--- config.mk ---
export PLATFORM = sky130hd
export DESIGN_NAME = simple_axi_master_flat
export DESIGN_NICKNAME = d
export VERILOG_FILES = /design/src/rtl/simple_axi_master_if.sv /design/src/rtl/simple_axi_master.sv /design/src/flat_wrapper.sv
export SDC_FILE = /design/constraint.sdc
export NUM_CORES = 1
export LEC_CHECK = 0
export BUFFER_PORTS_ARGS = -buffer_cell sky130_fd_sc_hd__buf_2
export CAP_MARGIN = 20
export CORE_AREA = 3 3 117 119
export DETAILED_ROUTE_END_ITERATION = 12
export DIE_AREA = 0 0 120 122
export GPL_TIMING_DRIVEN = 0
export PLACE_DENSITY = 0.71
export RECOVER_POWER = 100
export REMOVE_ABC_BUFFERS = 1
export SYNTH_ARGS = -nofsm -noshare
export SYNTH_HDL_FRONTEND = slang
export SYNTH_SLANG_ARGS = --single-unit
--- constraint.sdc ---
create_clock -name i_clk -period 2.6 [get_ports i_clk]
set_clock_uncertainty 0.05 [all_clocks]
set_input_delay 0.26 -clock i_clk [delete_from_list [all_inputs] [get_ports i_clk]]
set_output_delay 0.26 -clock i_clk [all_outputs]
set_load 0.02 [all_outputs]
--- src/rtl/simple_axi_master_if.sv ---
// ---------------------------------------------------------------------------
// simple_axi_master_if
//   AXI4 channel bundle between simple_axi_master and an AXI slave or
//   interconnect. Only the signals a single-beat master needs are carried.
//   Ports (per channel):
//     AW/AR : valid, ready, addr, size, burst, cache, prot, len, lock, qos
//     W     : valid, ready, last, data, strb
//     B     : valid, ready, resp
//     R     : valid, ready, last, data, resp
//   Modports: master (drives valids/payload, bready/rready),
//             slave  (drives readys, B and R responses).
// ---------------------------------------------------------------------------
interface simple_axi_master_if #(
    parameter int DATA_WIDTH = 32,
    parameter int ADDR_WIDTH = 32
);
    // Write address channel
    logic                    m_axi_awvalid;
    logic                    m_axi_awready;
    logic [ADDR_WIDTH-1:0]   m_axi_awaddr;
    logic [2:0]              m_axi_awsize;
    logic [1:0]              m_axi_awburst;
    logic [3:0]              m_axi_awcache;
    logic [2:0]              m_axi_awprot;
    logic [7:0]              m_axi_awlen;
    logic                    m_axi_awlock;
    logic [3:0]              m_axi_awqos;
    // Write data channel
    logic                    m_axi_wvalid;
    logic                    m_axi_wready;
    logic                    m_axi_wlast;
    logic [DATA_WIDTH-1:0]   m_axi_wdata;
    logic [DATA_WIDTH/8-1:0] m_axi_wstrb;
    // Write response channel
    logic                    m_axi_bvalid;
    logic                    m_axi_bready;
    logic [1:0]              m_axi_bresp;
    // Read address channel
    logic                    m_axi_arvalid;
    logic                    m_axi_arready;
    logic [ADDR_WIDTH-1:0]   m_axi_araddr;
    logic [2:0]              m_axi_arsize;
    logic [1:0]              m_axi_arburst;
    logic [3:0]              m_axi_arcache;
    logic [2:0]              m_axi_arprot;
    logic [7:0]              m_axi_arlen;
    logic                    m_axi_arlock;
    logic [3:0]              m_axi_arqos;
    // Read data channel
    logic                    m_axi_rvalid;
    logic                    m_axi_rready;
    logic                    m_axi_rlast;
    logic [DATA_WIDTH-1:0]   m_axi_rdata;
    logic [1:0]              m_axi_rresp;

    modport master (
        output m_axi_awvalid, m_axi_awaddr, m_axi_awsize, m_axi_awburst,
               m_axi_awcache, m_axi_awprot, m_axi_awlen, m_axi_awlock, m_axi_awqos,
        input  m_axi_awready,
        output m_axi_wvalid, m_axi_wlast, m_axi_wdata, m_axi_wstrb,
        input  m_axi_wready,
        input  m_axi_bvalid, m_axi_bresp,
        output m_axi_bready,
        output m_axi_arvalid, m_axi_araddr, m_axi_arsize, m_axi_arburst,
               m_axi_arcache, m_axi_arprot, m_axi_arlen, m_axi_arlock, m_axi_arqos,
        input  m_axi_arready,
        input  m_axi_rvalid, m_axi_rlast, m_axi_rdata, m_axi_rresp,
        output m_axi_rready
    );

    modport slave (
        input  m_axi_awvalid, m_axi_awaddr, m_axi_awsize, m_axi_awburst,
               m_axi_awcache, m_axi_awprot, m_axi_awlen, m_axi_awlock, m_axi_awqos,
        output m_axi_awready,
        input  m_axi_wvalid, m_axi_wlast, m_axi_wdata, m_axi_wstrb,
        output m_axi_wready,
        output m_axi_bvalid, m_axi_bresp,
        input  m_axi_bready,
        input  m_axi_arvalid, m_axi_araddr, m_axi_arsize, m_axi_arburst,
               m_axi_arcache, m_axi_arprot, m_axi_arlen, m_axi_arlock, m_axi_arqos,
        output m_axi_arready,
        output m_axi_rvalid, m_axi_rlast, m_axi_rdata, m_axi_rresp,
        input  m_axi_rready
    );
endinterface

--- src/rtl/simple_axi_master.sv ---
// ---------------------------------------------------------------------------
// simple_axi_master
//   Turns a level-driven host request (i_rw) into exactly one single-beat
//   AXI4 write or read, then holds a sticky o_done until i_clear_done.
//   Ports:
//     i_clk, i_rst    clock, synchronous active-high reset
//     i_addr, i_wdata host address / write data, latched at request accept
//     i_rw            00 idle, 01 write, 10 read, 11 invalid
//     o_rdata         read data, registered on the R handshake
//     o_wait          high while a transaction is in flight
//     o_done          sticky completion flag
//     i_clear_done    host acknowledge; clears done/invalid/error in DONE
//     o_invalid       sticky, set by an i_rw=11 request
//     o_error         sticky, set by a non-OKAY BRESP/RRESP
//     m_axi           AXI4 master modport
// ---------------------------------------------------------------------------
module simple_axi_master #(
    parameter int DATA_WIDTH = 32,
    parameter int ADDR_WIDTH = 32
) (
    input  logic                  i_clk,
    input  logic                  i_rst,
    input  logic [ADDR_WIDTH-1:0] i_addr,
    input  logic [DATA_WIDTH-1:0] i_wdata,
    output logic [DATA_WIDTH-1:0] o_rdata,
    input  logic [1:0]            i_rw,
    output logic                  o_wait,
    output logic                  o_done,
    input  logic                  i_clear_done,
    output logic                  o_invalid,
    output logic                  o_error,
    simple_axi_master_if.master   m_axi
);

    localparam int       STRB_W = DATA_WIDTH / 8;
    localparam logic [2:0] AXSIZE = 3'($clog2(STRB_W));

    typedef enum logic [2:0] {
        ST_IDLE,
        ST_WR_AW_W,
        ST_WR_B,
        ST_RD_AR,
        ST_RD_R,
        ST_DONE
    } state_t;

    state_t                r_state;
    state_t                w_next;

    logic [ADDR_WIDTH-1:0] r_addr;
    logic [DATA_WIDTH-1:0] r_wdata;
    logic [DATA_WIDTH-1:0] r_rdata;
    logic                  r_awvalid;
    logic                  r_wvalid;
    logic                  r_arvalid;
    logic                  r_aw_done;
    logic                  r_w_done;
    logic                  r_invalid;
    logic                  r_error;

    logic                  w_aw_hs;
    logic                  w_w_hs;
    logic                  w_b_hs;
    logic                  w_ar_hs;
    logic                  w_r_hs;
    logic                  w_bready;
    logic                  w_rready;
    logic                  w_wait;
    logic                  w_done;
    logic                  w_unused_rlast;

    // Single-beat transfers: rlast carries no information.
    assign w_unused_rlast = m_axi.m_axi_rlast;

    assign w_aw_hs = r_awvalid & m_axi.m_axi_awready;
    assign w_w_hs  = r_wvalid  & m_axi.m_axi_wready;
    assign w_b_hs  = m_axi.m_axi_bvalid & w_bready;
    assign w_ar_hs = r_arvalid & m_axi.m_axi_arready;
    assign w_r_hs  = m_axi.m_axi_rvalid & w_rready;

    // State register
    always_ff @(posedge i_clk) begin
        if (i_rst) begin
            r_state <= ST_IDLE;
        end else begin
            r_state <= w_next;
        end
    end

    // Next state and state-decoded outputs
    always_comb begin
        w_next   = r_state;
        w_bready = 1'b0;
        w_rready = 1'b0;
        w_wait   = 1'b0;
        w_done   = 1'b0;
        case (r_state)
            ST_IDLE: begin
                case (i_rw)
                    2'b01:   w_next = ST_WR_AW_W;
                    2'b10:   w_next = ST_RD_AR;
                    2'b11:   w_next = ST_DONE;
                    default: w_next = ST_IDLE;
                endcase
            end
            ST_WR_AW_W: begin
                w_wait = 1'b1;
                // A channel counts as complete if it finished earlier or
                // handshakes right now, so a same-cycle pair also advances.
                if ((r_aw_done | w_aw_hs) && (r_w_done | w_w_hs)) begin
                    w_next = ST_WR_B;
                end
            end
            ST_WR_B: begin
                w_wait   = 1'b1;
                w_bready = 1'b1;
                if (w_b_hs) begin
                    w_next = ST_DONE;
                end
            end
            ST_RD_AR: begin
                w_wait = 1'b1;
                if (w_ar_hs) begin
                    w_next = ST_RD_R;
                end
            end
            ST_RD_R: begin
                w_wait   = 1'b1;
                w_rready = 1'b1;
                if (w_r_hs) begin
                    w_next = ST_DONE;
                end
            end
            ST_DONE: begin
                w_done = 1'b1;
                if (i_clear_done) begin
                    w_next = ST_IDLE;
                end
            end
            default: w_next = ST_IDLE;
        endcase
    end

    // Channel valids, completion flags, sticky status and read data
    always_ff @(posedge i_clk) begin
        if (i_rst) begin
            r_awvalid <= 1'b0;
            r_wvalid  <= 1'b0;
            r_arvalid <= 1'b0;
            r_aw_done <= 1'b0;
            r_w_done  <= 1'b0;
            r_invalid <= 1'b0;
            r_error   <= 1'b0;
            r_rdata   <= '0;
        end else begin
            case (r_state)
                ST_IDLE: begin
                    if (i_rw == 2'b01) begin
                        r_awvalid <= 1'b1;
                        r_wvalid  <= 1'b1;
                        r_aw_done <= 1'b0;
                        r_w_done  <= 1'b0;
                    end
                    if (i_rw == 2'b10) begin
                        r_arvalid <= 1'b1;
                    end
                    if (i_rw == 2'b11) begin
                        r_invalid <= 1'b1;
                    end
                end
                ST_WR_AW_W: begin
                    if (w_aw_hs) begin
                        r_awvalid <= 1'b0;
                        r_aw_done <= 1'b1;
                    end
                    if (w_w_hs) begin
                        r_wvalid <= 1'b0;
                        r_w_done <= 1'b1;
                    end
                end
                ST_WR_B: begin
                    if (w_b_hs && (m_axi.m_axi_bresp != 2'b00)) begin
                        r_error <= 1'b1;
                    end
                end
                ST_RD_AR: begin
                    if (w_ar_hs) begin
                        r_arvalid <= 1'b0;
                    end
                end
                ST_RD_R: begin
                    if (w_r_hs) begin
                        r_rdata <= m_axi.m_axi_rdata;
                        if (m_axi.m_axi_rresp != 2'b00) begin
                            r_error <= 1'b1;
                        end
                    end
                end
                ST_DONE: begin
                    if (i_clear_done) begin
                        r_invalid <= 1'b0;
                        r_error   <= 1'b0;
                    end
                end
                default: ;
            endcase
        end
    end

    // Request payload latch; later host changes are ignored until IDLE.
    always_ff @(posedge i_clk) begin
        if ((r_state == ST_IDLE) && ((i_rw == 2'b01) || (i_rw == 2'b10))) begin
            r_addr <= i_addr;
        end
        if ((r_state == ST_IDLE) && (i_rw == 2'b01)) begin
            r_wdata <= i_wdata;
        end
    end

    // Host-side outputs
    assign o_rdata   = r_rdata;
    assign o_wait    = w_wait;
    assign o_done    = w_done;
    assign o_invalid = r_invalid;
    assign o_error   = r_error;

    // AW channel
    assign m_axi.m_axi_awvalid = r_awvalid;
    assign m_axi.m_axi_awaddr  = r_addr;
    assign m_axi.m_axi_awsize  = AXSIZE;
    assign m_axi.m_axi_awburst = 2'b01;
    assign m_axi.m_axi_awcache = 4'b0011;
    assign m_axi.m_axi_awprot  = 3'b000;
    assign m_axi.m_axi_awlen   = 8'd0;
    assign m_axi.m_axi_awlock  = 1'b0;
    assign m_axi.m_axi_awqos   = 4'd0;

    // W channel
    assign m_axi.m_axi_wvalid  = r_wvalid;
    assign m_axi.m_axi_wdata   = r_wdata;
    assign m_axi.m_axi_wstrb   = '1;
    assign m_axi.m_axi_wlast   = 1'b1;

    // B channel
    assign m_axi.m_axi_bready  = w_bready;

    // AR channel
    assign m_axi.m_axi_arvalid = r_arvalid;
    assign m_axi.m_axi_araddr  = r_addr;
    assign m_axi.m_axi_arsize  = AXSIZE;
    assign m_axi.m_axi_arburst = 2'b01;
    assign m_axi.m_axi_arcache = 4'b0011;
    assign m_axi.m_axi_arprot  = 3'b000;
    assign m_axi.m_axi_arlen   = 8'd0;
    assign m_axi.m_axi_arlock  = 1'b0;
    assign m_axi.m_axi_arqos   = 4'd0;

    // R channel
    assign m_axi.m_axi_rready  = w_rready;

endmodule

--- src/flat_wrapper.sv ---
// flat-port wrapper written by rule: the top's interface ports become plain ports
module simple_axi_master_flat 
#(
    parameter int DATA_WIDTH = 32,
    parameter int ADDR_WIDTH = 32
)
  (i_clk, i_rst, i_addr, i_wdata, o_rdata, i_rw, o_wait, o_done, i_clear_done, o_invalid, o_error, m_axi_m_axi_awvalid, m_axi_m_axi_awaddr, m_axi_m_axi_awsize, m_axi_m_axi_awburst, m_axi_m_axi_awcache, m_axi_m_axi_awprot, m_axi_m_axi_awlen, m_axi_m_axi_awlock, m_axi_m_axi_awqos, m_axi_m_axi_awready, m_axi_m_axi_wvalid, m_axi_m_axi_wlast, m_axi_m_axi_wdata, m_axi_m_axi_wstrb, m_axi_m_axi_wready, m_axi_m_axi_bvalid, m_axi_m_axi_bresp, m_axi_m_axi_bready, m_axi_m_axi_arvalid, m_axi_m_axi_araddr, m_axi_m_axi_arsize, m_axi_m_axi_arburst, m_axi_m_axi_arcache, m_axi_m_axi_arprot, m_axi_m_axi_arlen, m_axi_m_axi_arlock, m_axi_m_axi_arqos, m_axi_m_axi_arready, m_axi_m_axi_rvalid, m_axi_m_axi_rlast, m_axi_m_axi_rdata, m_axi_m_axi_rresp, m_axi_m_axi_rready);
  simple_axi_master_if #(.DATA_WIDTH(DATA_WIDTH), .ADDR_WIDTH(ADDR_WIDTH)) m_axi_i ();
  input  logic i_clk;
  input  logic i_rst;
  input  logic [ADDR_WIDTH-1:0] i_addr;
  input  logic [DATA_WIDTH-1:0] i_wdata;
  output logic [DATA_WIDTH-1:0] o_rdata;
  input  logic [1:0] i_rw;
  output logic o_wait;
  output logic o_done;
  input  logic i_clear_done;
  output logic o_invalid;
  output logic o_error;
  output wire logic [$bits(m_axi_i.m_axi_awvalid)-1:0] m_axi_m_axi_awvalid;
  output wire logic [$bits(m_axi_i.m_axi_awaddr)-1:0] m_axi_m_axi_awaddr;
  output wire logic [$bits(m_axi_i.m_axi_awsize)-1:0] m_axi_m_axi_awsize;
  output wire logic [$bits(m_axi_i.m_axi_awburst)-1:0] m_axi_m_axi_awburst;
  output wire logic [$bits(m_axi_i.m_axi_awcache)-1:0] m_axi_m_axi_awcache;
  output wire logic [$bits(m_axi_i.m_axi_awprot)-1:0] m_axi_m_axi_awprot;
  output wire logic [$bits(m_axi_i.m_axi_awlen)-1:0] m_axi_m_axi_awlen;
  output wire logic [$bits(m_axi_i.m_axi_awlock)-1:0] m_axi_m_axi_awlock;
  output wire logic [$bits(m_axi_i.m_axi_awqos)-1:0] m_axi_m_axi_awqos;
  input wire logic [$bits(m_axi_i.m_axi_awready)-1:0] m_axi_m_axi_awready;
  output wire logic [$bits(m_axi_i.m_axi_wvalid)-1:0] m_axi_m_axi_wvalid;
  output wire logic [$bits(m_axi_i.m_axi_wlast)-1:0] m_axi_m_axi_wlast;
  output wire logic [$bits(m_axi_i.m_axi_wdata)-1:0] m_axi_m_axi_wdata;
  output wire logic [$bits(m_axi_i.m_axi_wstrb)-1:0] m_axi_m_axi_wstrb;
  input wire logic [$bits(m_axi_i.m_axi_wready)-1:0] m_axi_m_axi_wready;
  input wire logic [$bits(m_axi_i.m_axi_bvalid)-1:0] m_axi_m_axi_bvalid;
  input wire logic [$bits(m_axi_i.m_axi_bresp)-1:0] m_axi_m_axi_bresp;
  output wire logic [$bits(m_axi_i.m_axi_bready)-1:0] m_axi_m_axi_bready;
  output wire logic [$bits(m_axi_i.m_axi_arvalid)-1:0] m_axi_m_axi_arvalid;
  output wire logic [$bits(m_axi_i.m_axi_araddr)-1:0] m_axi_m_axi_araddr;
  output wire logic [$bits(m_axi_i.m_axi_arsize)-1:0] m_axi_m_axi_arsize;
  output wire logic [$bits(m_axi_i.m_axi_arburst)-1:0] m_axi_m_axi_arburst;
  output wire logic [$bits(m_axi_i.m_axi_arcache)-1:0] m_axi_m_axi_arcache;
  output wire logic [$bits(m_axi_i.m_axi_arprot)-1:0] m_axi_m_axi_arprot;
  output wire logic [$bits(m_axi_i.m_axi_arlen)-1:0] m_axi_m_axi_arlen;
  output wire logic [$bits(m_axi_i.m_axi_arlock)-1:0] m_axi_m_axi_arlock;
  output wire logic [$bits(m_axi_i.m_axi_arqos)-1:0] m_axi_m_axi_arqos;
  input wire logic [$bits(m_axi_i.m_axi_arready)-1:0] m_axi_m_axi_arready;
  input wire logic [$bits(m_axi_i.m_axi_rvalid)-1:0] m_axi_m_axi_rvalid;
  input wire logic [$bits(m_axi_i.m_axi_rlast)-1:0] m_axi_m_axi_rlast;
  input wire logic [$bits(m_axi_i.m_axi_rdata)-1:0] m_axi_m_axi_rdata;
  input wire logic [$bits(m_axi_i.m_axi_rresp)-1:0] m_axi_m_axi_rresp;
  output wire logic [$bits(m_axi_i.m_axi_rready)-1:0] m_axi_m_axi_rready;
  assign m_axi_m_axi_awvalid = m_axi_i.m_axi_awvalid;
  assign m_axi_m_axi_awaddr = m_axi_i.m_axi_awaddr;
  assign m_axi_m_axi_awsize = m_axi_i.m_axi_awsize;
  assign m_axi_m_axi_awburst = m_axi_i.m_axi_awburst;
  assign m_axi_m_axi_awcache = m_axi_i.m_axi_awcache;
  assign m_axi_m_axi_awprot = m_axi_i.m_axi_awprot;
  assign m_axi_m_axi_awlen = m_axi_i.m_axi_awlen;
  assign m_axi_m_axi_awlock = m_axi_i.m_axi_awlock;
  assign m_axi_m_axi_awqos = m_axi_i.m_axi_awqos;
  assign m_axi_i.m_axi_awready = m_axi_m_axi_awready;
  assign m_axi_m_axi_wvalid = m_axi_i.m_axi_wvalid;
  assign m_axi_m_axi_wlast = m_axi_i.m_axi_wlast;
  assign m_axi_m_axi_wdata = m_axi_i.m_axi_wdata;
  assign m_axi_m_axi_wstrb = m_axi_i.m_axi_wstrb;
  assign m_axi_i.m_axi_wready = m_axi_m_axi_wready;
  assign m_axi_i.m_axi_bvalid = m_axi_m_axi_bvalid;
  assign m_axi_i.m_axi_bresp = m_axi_m_axi_bresp;
  assign m_axi_m_axi_bready = m_axi_i.m_axi_bready;
  assign m_axi_m_axi_arvalid = m_axi_i.m_axi_arvalid;
  assign m_axi_m_axi_araddr = m_axi_i.m_axi_araddr;
  assign m_axi_m_axi_arsize = m_axi_i.m_axi_arsize;
  assign m_axi_m_axi_arburst = m_axi_i.m_axi_arburst;
  assign m_axi_m_axi_arcache = m_axi_i.m_axi_arcache;
  assign m_axi_m_axi_arprot = m_axi_i.m_axi_arprot;
  assign m_axi_m_axi_arlen = m_axi_i.m_axi_arlen;
  assign m_axi_m_axi_arlock = m_axi_i.m_axi_arlock;
  assign m_axi_m_axi_arqos = m_axi_i.m_axi_arqos;
  assign m_axi_i.m_axi_arready = m_axi_m_axi_arready;
  assign m_axi_i.m_axi_rvalid = m_axi_m_axi_rvalid;
  assign m_axi_i.m_axi_rlast = m_axi_m_axi_rlast;
  assign m_axi_i.m_axi_rdata = m_axi_m_axi_rdata;
  assign m_axi_i.m_axi_rresp = m_axi_m_axi_rresp;
  assign m_axi_m_axi_rready = m_axi_i.m_axi_rready;
  simple_axi_master #(.DATA_WIDTH(DATA_WIDTH), .ADDR_WIDTH(ADDR_WIDTH)) u_core (.i_clk(i_clk), .i_rst(i_rst), .i_addr(i_addr), .i_wdata(i_wdata), .o_rdata(o_rdata), .i_rw(i_rw), .o_wait(o_wait), .o_done(o_done), .i_clear_done(i_clear_done), .o_invalid(o_invalid), .o_error(o_error), .m_axi(m_axi_i));
endmodule
* Word-level counts from Yosys, hierarchy flattened
Index checks and enable logic that the tools add are counted.
** Word-level totals
- Flip-flop bits (word level) :: 106
- Input bits :: 111
- Output and inout port bits :: 192
- Logic and storage cells :: 89
** Cells by class
- Eq/ne operators :: 20
- Multiplexer cells :: 31
- Bitwise logic cells :: 7
- Reduce and logical (&&, ||, !) cells :: 20
** Operators with widths (number)
- $ne A2 B1 Y1 const B :: 11
- $pmux W3 S6 :: 1
- $mux W1 :: 17
- $mux W3 :: 5
- $pmux W1 S2 :: 6
- $reduce_and A3 Y1 :: 4
- $reduce_and A5 Y1 :: 2
- $reduce_bool A2 Y1 :: 5
- $pmux W3 S3 :: 1
- $eq A3 B2 Y1 const B :: 2
- $eq A3 B3 Y1 const B :: 2
- $and A1 B1 Y1 :: 5
- $eq A2 B2 Y1 const B :: 2
- $logic_and A1 B1 Y1 :: 4
- $reduce_or A4 Y1 :: 1
- $eq A3 B1 Y1 const B :: 1
- $logic_not A3 Y1 :: 1
- $pmux W1 S3 :: 1
- $reduce_bool A3 Y1 :: 1
- $eq A2 B1 Y1 const B :: 1
- $ne A2 B2 Y1 const B :: 1
- $or A1 B1 Y1 :: 2
- $reduce_and A2 Y1 :: 1
- $logic_or A1 B1 Y1 :: 1

* Longest topological paths before layout
- Depth in word-level cells :: 6
- Mapped depth :: 6
- Gate-level depth less buffers :: 5

* Worst setup path before layout
Ideal clock, no wire load.
- Kind :: register to register
- From :: register u_core.r_state[0]
- To :: register u_core.r_addr[0] (netlist: u_core.m_axi.m_axi_araddr[0]) (enable)
- Setup time :: 0.392 ns
- Arrival :: 1.511 ns
- Data required time :: 2.158 ns
- Path slack :: 0.647 ns
- Cell stages (with the launch flop) :: 4
- Buffers on the path :: 1
- Clock period less this slack :: 1.953 ns
- Cell sequence :: dfxtp_1 > buf_6 > nor3_2 > and2_1
** On the way
- Word-level cells in the longest chain between the ends :: 2
** Ends and longest elaborated chain
- start, declared :: RTL line simple_axi_master.sv:47 : state_t r_state;
- start signal, assigned :: RTL line simple_axi_master.sv:86 : r_state <= w_next;
- $logic_not A3 Y1 :: RTL line simple_axi_master.sv:212 : if ((r_state == ST_IDLE) && ((i_rw == 2'b01) || (i_rw == 2'b10))) begin
- $logic_and A1 B1 Y1 :: RTL line simple_axi_master.sv:212
- end signal, assigned :: RTL line simple_axi_master.sv:213 : r_addr <= i_addr;
- end, declared :: RTL line simple_axi_master.sv:50 : logic [ADDR_WIDTH-1:0] r_addr;
Every way passes these cells.
A chain may end at the register's enable or synchronous reset.

* Final worst setup path
- From :: register u_core.r_state[0]
- To :: register u_core.r_state[2]
** On the way
- Word-level cells in the longest chain between the ends :: 5
- Elaborated cells on any way between the ends :: 17
- Classes of those cells :: 10 x eq/ne; 3 x mux; 2 x bitwise; 2 x reduce/logical
** Ends and longest elaborated chain
- $eq A3 B3 Y1 or $eq A3 B2 Y1 (tied branches) :: RTL line simple_axi_master.sv:97 : case (r_state)
- $mux W1 :: RTL line simple_axi_master.sv:97
- $and A1 B1 Y1, on equally long branches :: RTL line simple_axi_master.sv:79, simple_axi_master.sv:77
- $ne A2 B1 Y1 (no line)
- $reduce_and A5 Y1 (no line)
Parallel ways exist; a longest one is shown, timed or not.

==> summary.txt <==
Outcome
  • Status: completed

Hold path
  • Hold depth: 1
  • Hold WC Path Type: in -> reg

Timing
  • Sum Neg Setup Slack: 0 ps
  • Slew Limit Fails: 0
  • Final setup margin: 421 ps
  • Tightest Pin Transition: 789 ps
  • Worst slew margin: 47.4%
  • Final setup viols: 0
  • Fin. Hold Viols: 0
  • Final Cycle Share: 83.8%
  • Crit path time final: 2180 ps
  • Max Clock Freq: 459 MHz
  • RSZ-0062 raised after global routing: no

Yosys
  • Syn Inst Count: 373
  • Primary FF master, synth: edfxtp_1
  • Async set or reset register ratio after synthesis: 0%
  • Avg Inst Size Synth: 11.9 um2
  • Commonest cells post-synth: buf_4 (91), nand2_1 (71), edfxtp_1 (64)
  • Synth Cell Area: 4430 um2
  • Top-count cell post-synth: buf_4
  • Ys Warns: 0
  • Top cells by area, synth: edfxtp_1 (43%), dfxtp_1 (19%), buf_4 (15%)
  • Area leader, netlist: edfxtp_1
  • Synth Register Bits: 106
  • Sequential-to-total area share from yosys stat: 62.4%
  • Synth top area share: 43.4%
  • EDFF count, synth: 64
  • Netlist cell types: 39

Power
  • Maximum vdd drop: 358 uV
  • Seq pwr share: 43.7%
  • Sw frac: 38.4%
  • Clock share of power: 24.5%
  • P_leak: 2.13 nW
  • Combinational power share: 31.8%
  • Switch Pwr: 0.00208 W
  • P per Cell Area: 984 nW/um2
  • Internal power component: 0.00333 W

Cells and area
  • Nets: 701
  • Synth-to-Final Area Change: 24.1%
  • Seq. cell area: 2760 um2
  • Final instance area: 5490 um2
  • Ant. Diodes: 0
  • Multi-input gate area: 1060 um2
  • Final Non-Filler Cells: 763
  • Final core utilization: 43.3%
  • Share of post-route cells with drive strength above 1: 23.7%
  • Number of fill cells: 1273

Clock network
  • Post-CTS Resized: 0
  • Root Buffer: clkbuf_16
  • Worst-Skew Late Latency: 350 ps
  • Max Root-Sink Buffers: 2
  • Worst-path clk slew: 80 ps
  • CTS tree: built
  • H-tree levels: 3
  • Post-CTS setup buffer count: 0
  • Clock sink count: 106
  • CTS Hold Buffers Added: 0
  • Num CTS Buffers: 9

Setup path
  • Worst path max stage delay: 670 ps
  • CP endpoint kind: register
  • Reg2reg path depth: 4
  • Crit path kind: reg -> reg
  • Startpoint types: register
  • WP data arrival: 2330 ps
  • CP max FO: 16
  • CP required: 2750 ps
  • CP cell instances: nor3b_1 -> o21ai_0 -> a41oi_1 -> a211oi_2
  • Worst path slowest cell: dfxtp_1

Job
  • Max Cap Violations: 0

Place
  • Placed Area: 5380 um2
  • Final GP Congestion: 0.784
  • # placed instances: 746
  • Pre-CTS setup slack: 247 ps
  • I/O Buffers: 246
  • Post-DP HPWL: 8.40 mm

Global route
  • First-pass GRT wire length: 15.2 mm
  • Vias in the first global route: 2893
  • Largest net degree at the start of global routing: 43
  • Grt total ovfl: 0
  • Total GRT Usage: 13.4%
  • Initial antenna violation count: 0

Drt
  • Final antenna-violating net count: 0
  • Wire length per cell: 13.9 um
  • Via count: 3231
  • Drt drc: 0
  • Drt first pass iters: 4
  • Vias per cell: 4.23
  • Initial drt markers: 266
  • Routed WL: 10.6 mm

Floorplan
  • Starting Density: 34.9%
  • Core area: 12700 um2
  • FP Rows: 41
  • Io pins: 303
  • Die Ht: 122 um
  • Die area: 14600 um2
  • Die W: 120 um
[stage by stage]
step	power (W)	hold WS, ps
after floorplan	0.00355	275
after global placement	0.00418	388
after detailed placement	0.00426	389
after CTS	0.00560	12.7
after global routing	0.00571	8.38
final	0.00540	34.7
[flip-flops by register name (all words and copies together) (netlist names)]
register                    count
u_core.m_axi.m_axi_araddr      32
u_core.m_axi.m_axi_wdata       32
u_core.o_rdata                 32
u_core.r_state                  3
u_core.m_axi.m_axi_arvalid      1
u_core.m_axi.m_axi_awvalid      1
u_core.m_axi.m_axi_wvalid       1
u_core.o_error                  1
u_core.o_invalid                1
u_core.r_aw_done                1
u_core.r_w_done                 1
[layer usage]
metal  global-route usage (%)  wire (um)  vias up
met5                        0          0        -
met1                     15.3       4040     1478
met2                     23.2       5360      187
met3                     3.39        996       13
met4                     6.94        215        0
li1                         -          -     1553
[power groups by stage]
stage / clock [W] / combinational, W / sequential (W)
detailed placement: 0 / 0.00186 / 0.00241
floorplan: 0 / 0.000629 / 0.00292
global placement: 0 / 0.00178 / 0.00240
finish: 0.00133 / 0.00172 / 0.00236
global route: 0.00145 / 0.00185 / 0.00240
CTS: 0.00137 / 0.00186 / 0.00237
[cells in the final DEF, fill, tap and decap left out, drive strengths merged, types with 3 or more instances in the layout]
cell type  count
clkbuf       145
buf          114
nand2         71
edfxtp        64
conb          55
dfxtp         42
a21oi         40
inv           10
nor2           8
nand3          4
o21ai          4
ha             4
o21a           3
nor3           3
a211oi         3
nand2b         3
[critical path: cells and delay by family, from the launching register on]
kind            cells  cell delay, ps
simple gates        1             630
flops               1             670
compound gates      3             680
[final timing paths]
path / start / slack [ps] / end
setup / recovery: u_core.r_state[0]$_SDFFE_PP0P_ / 420 / u_core.r_state[2]$_SDFFE_PP0P_
hold / removal: i_wdata[18] / 30 / u_core.m_axi.m_axi_wdata[18]$_DFFE_PP_
setup reg to reg: u_core.r_state[0]$_SDFFE_PP0P_ / 420 / u_core.r_state[2]$_SDFFE_PP0P_
hold reg to reg: u_core.o_rdata[7]$_SDFFE_PP0P_ / 410 / u_core.o_rdata[7]$_SDFFE_PP0P_
[kinds of logic (layout without fill, tap and decap cells)]
kind of cell,Yosys count,after routing,synth area share (%)
adders and majority gates,4,4,1.13
buffers and inverters,105,270,17.2
other,2,55,0.170
DFF,106,106,62.4
AOI/OAI and AO/OA,59,59,8.62
and+or+nand+nor,97,97,10.4
[final cells by class]
type,instances,area share [%]
sequential,106,50.3
multi-input combinational,215,19.4
tap,172,3.92
timing repair buffer,250,20.9
clock inverter,7,1.16
clock buffer,9,4.10
inverter,4,0.273
No activity file was read; power rests on OpenSTA's default activity.
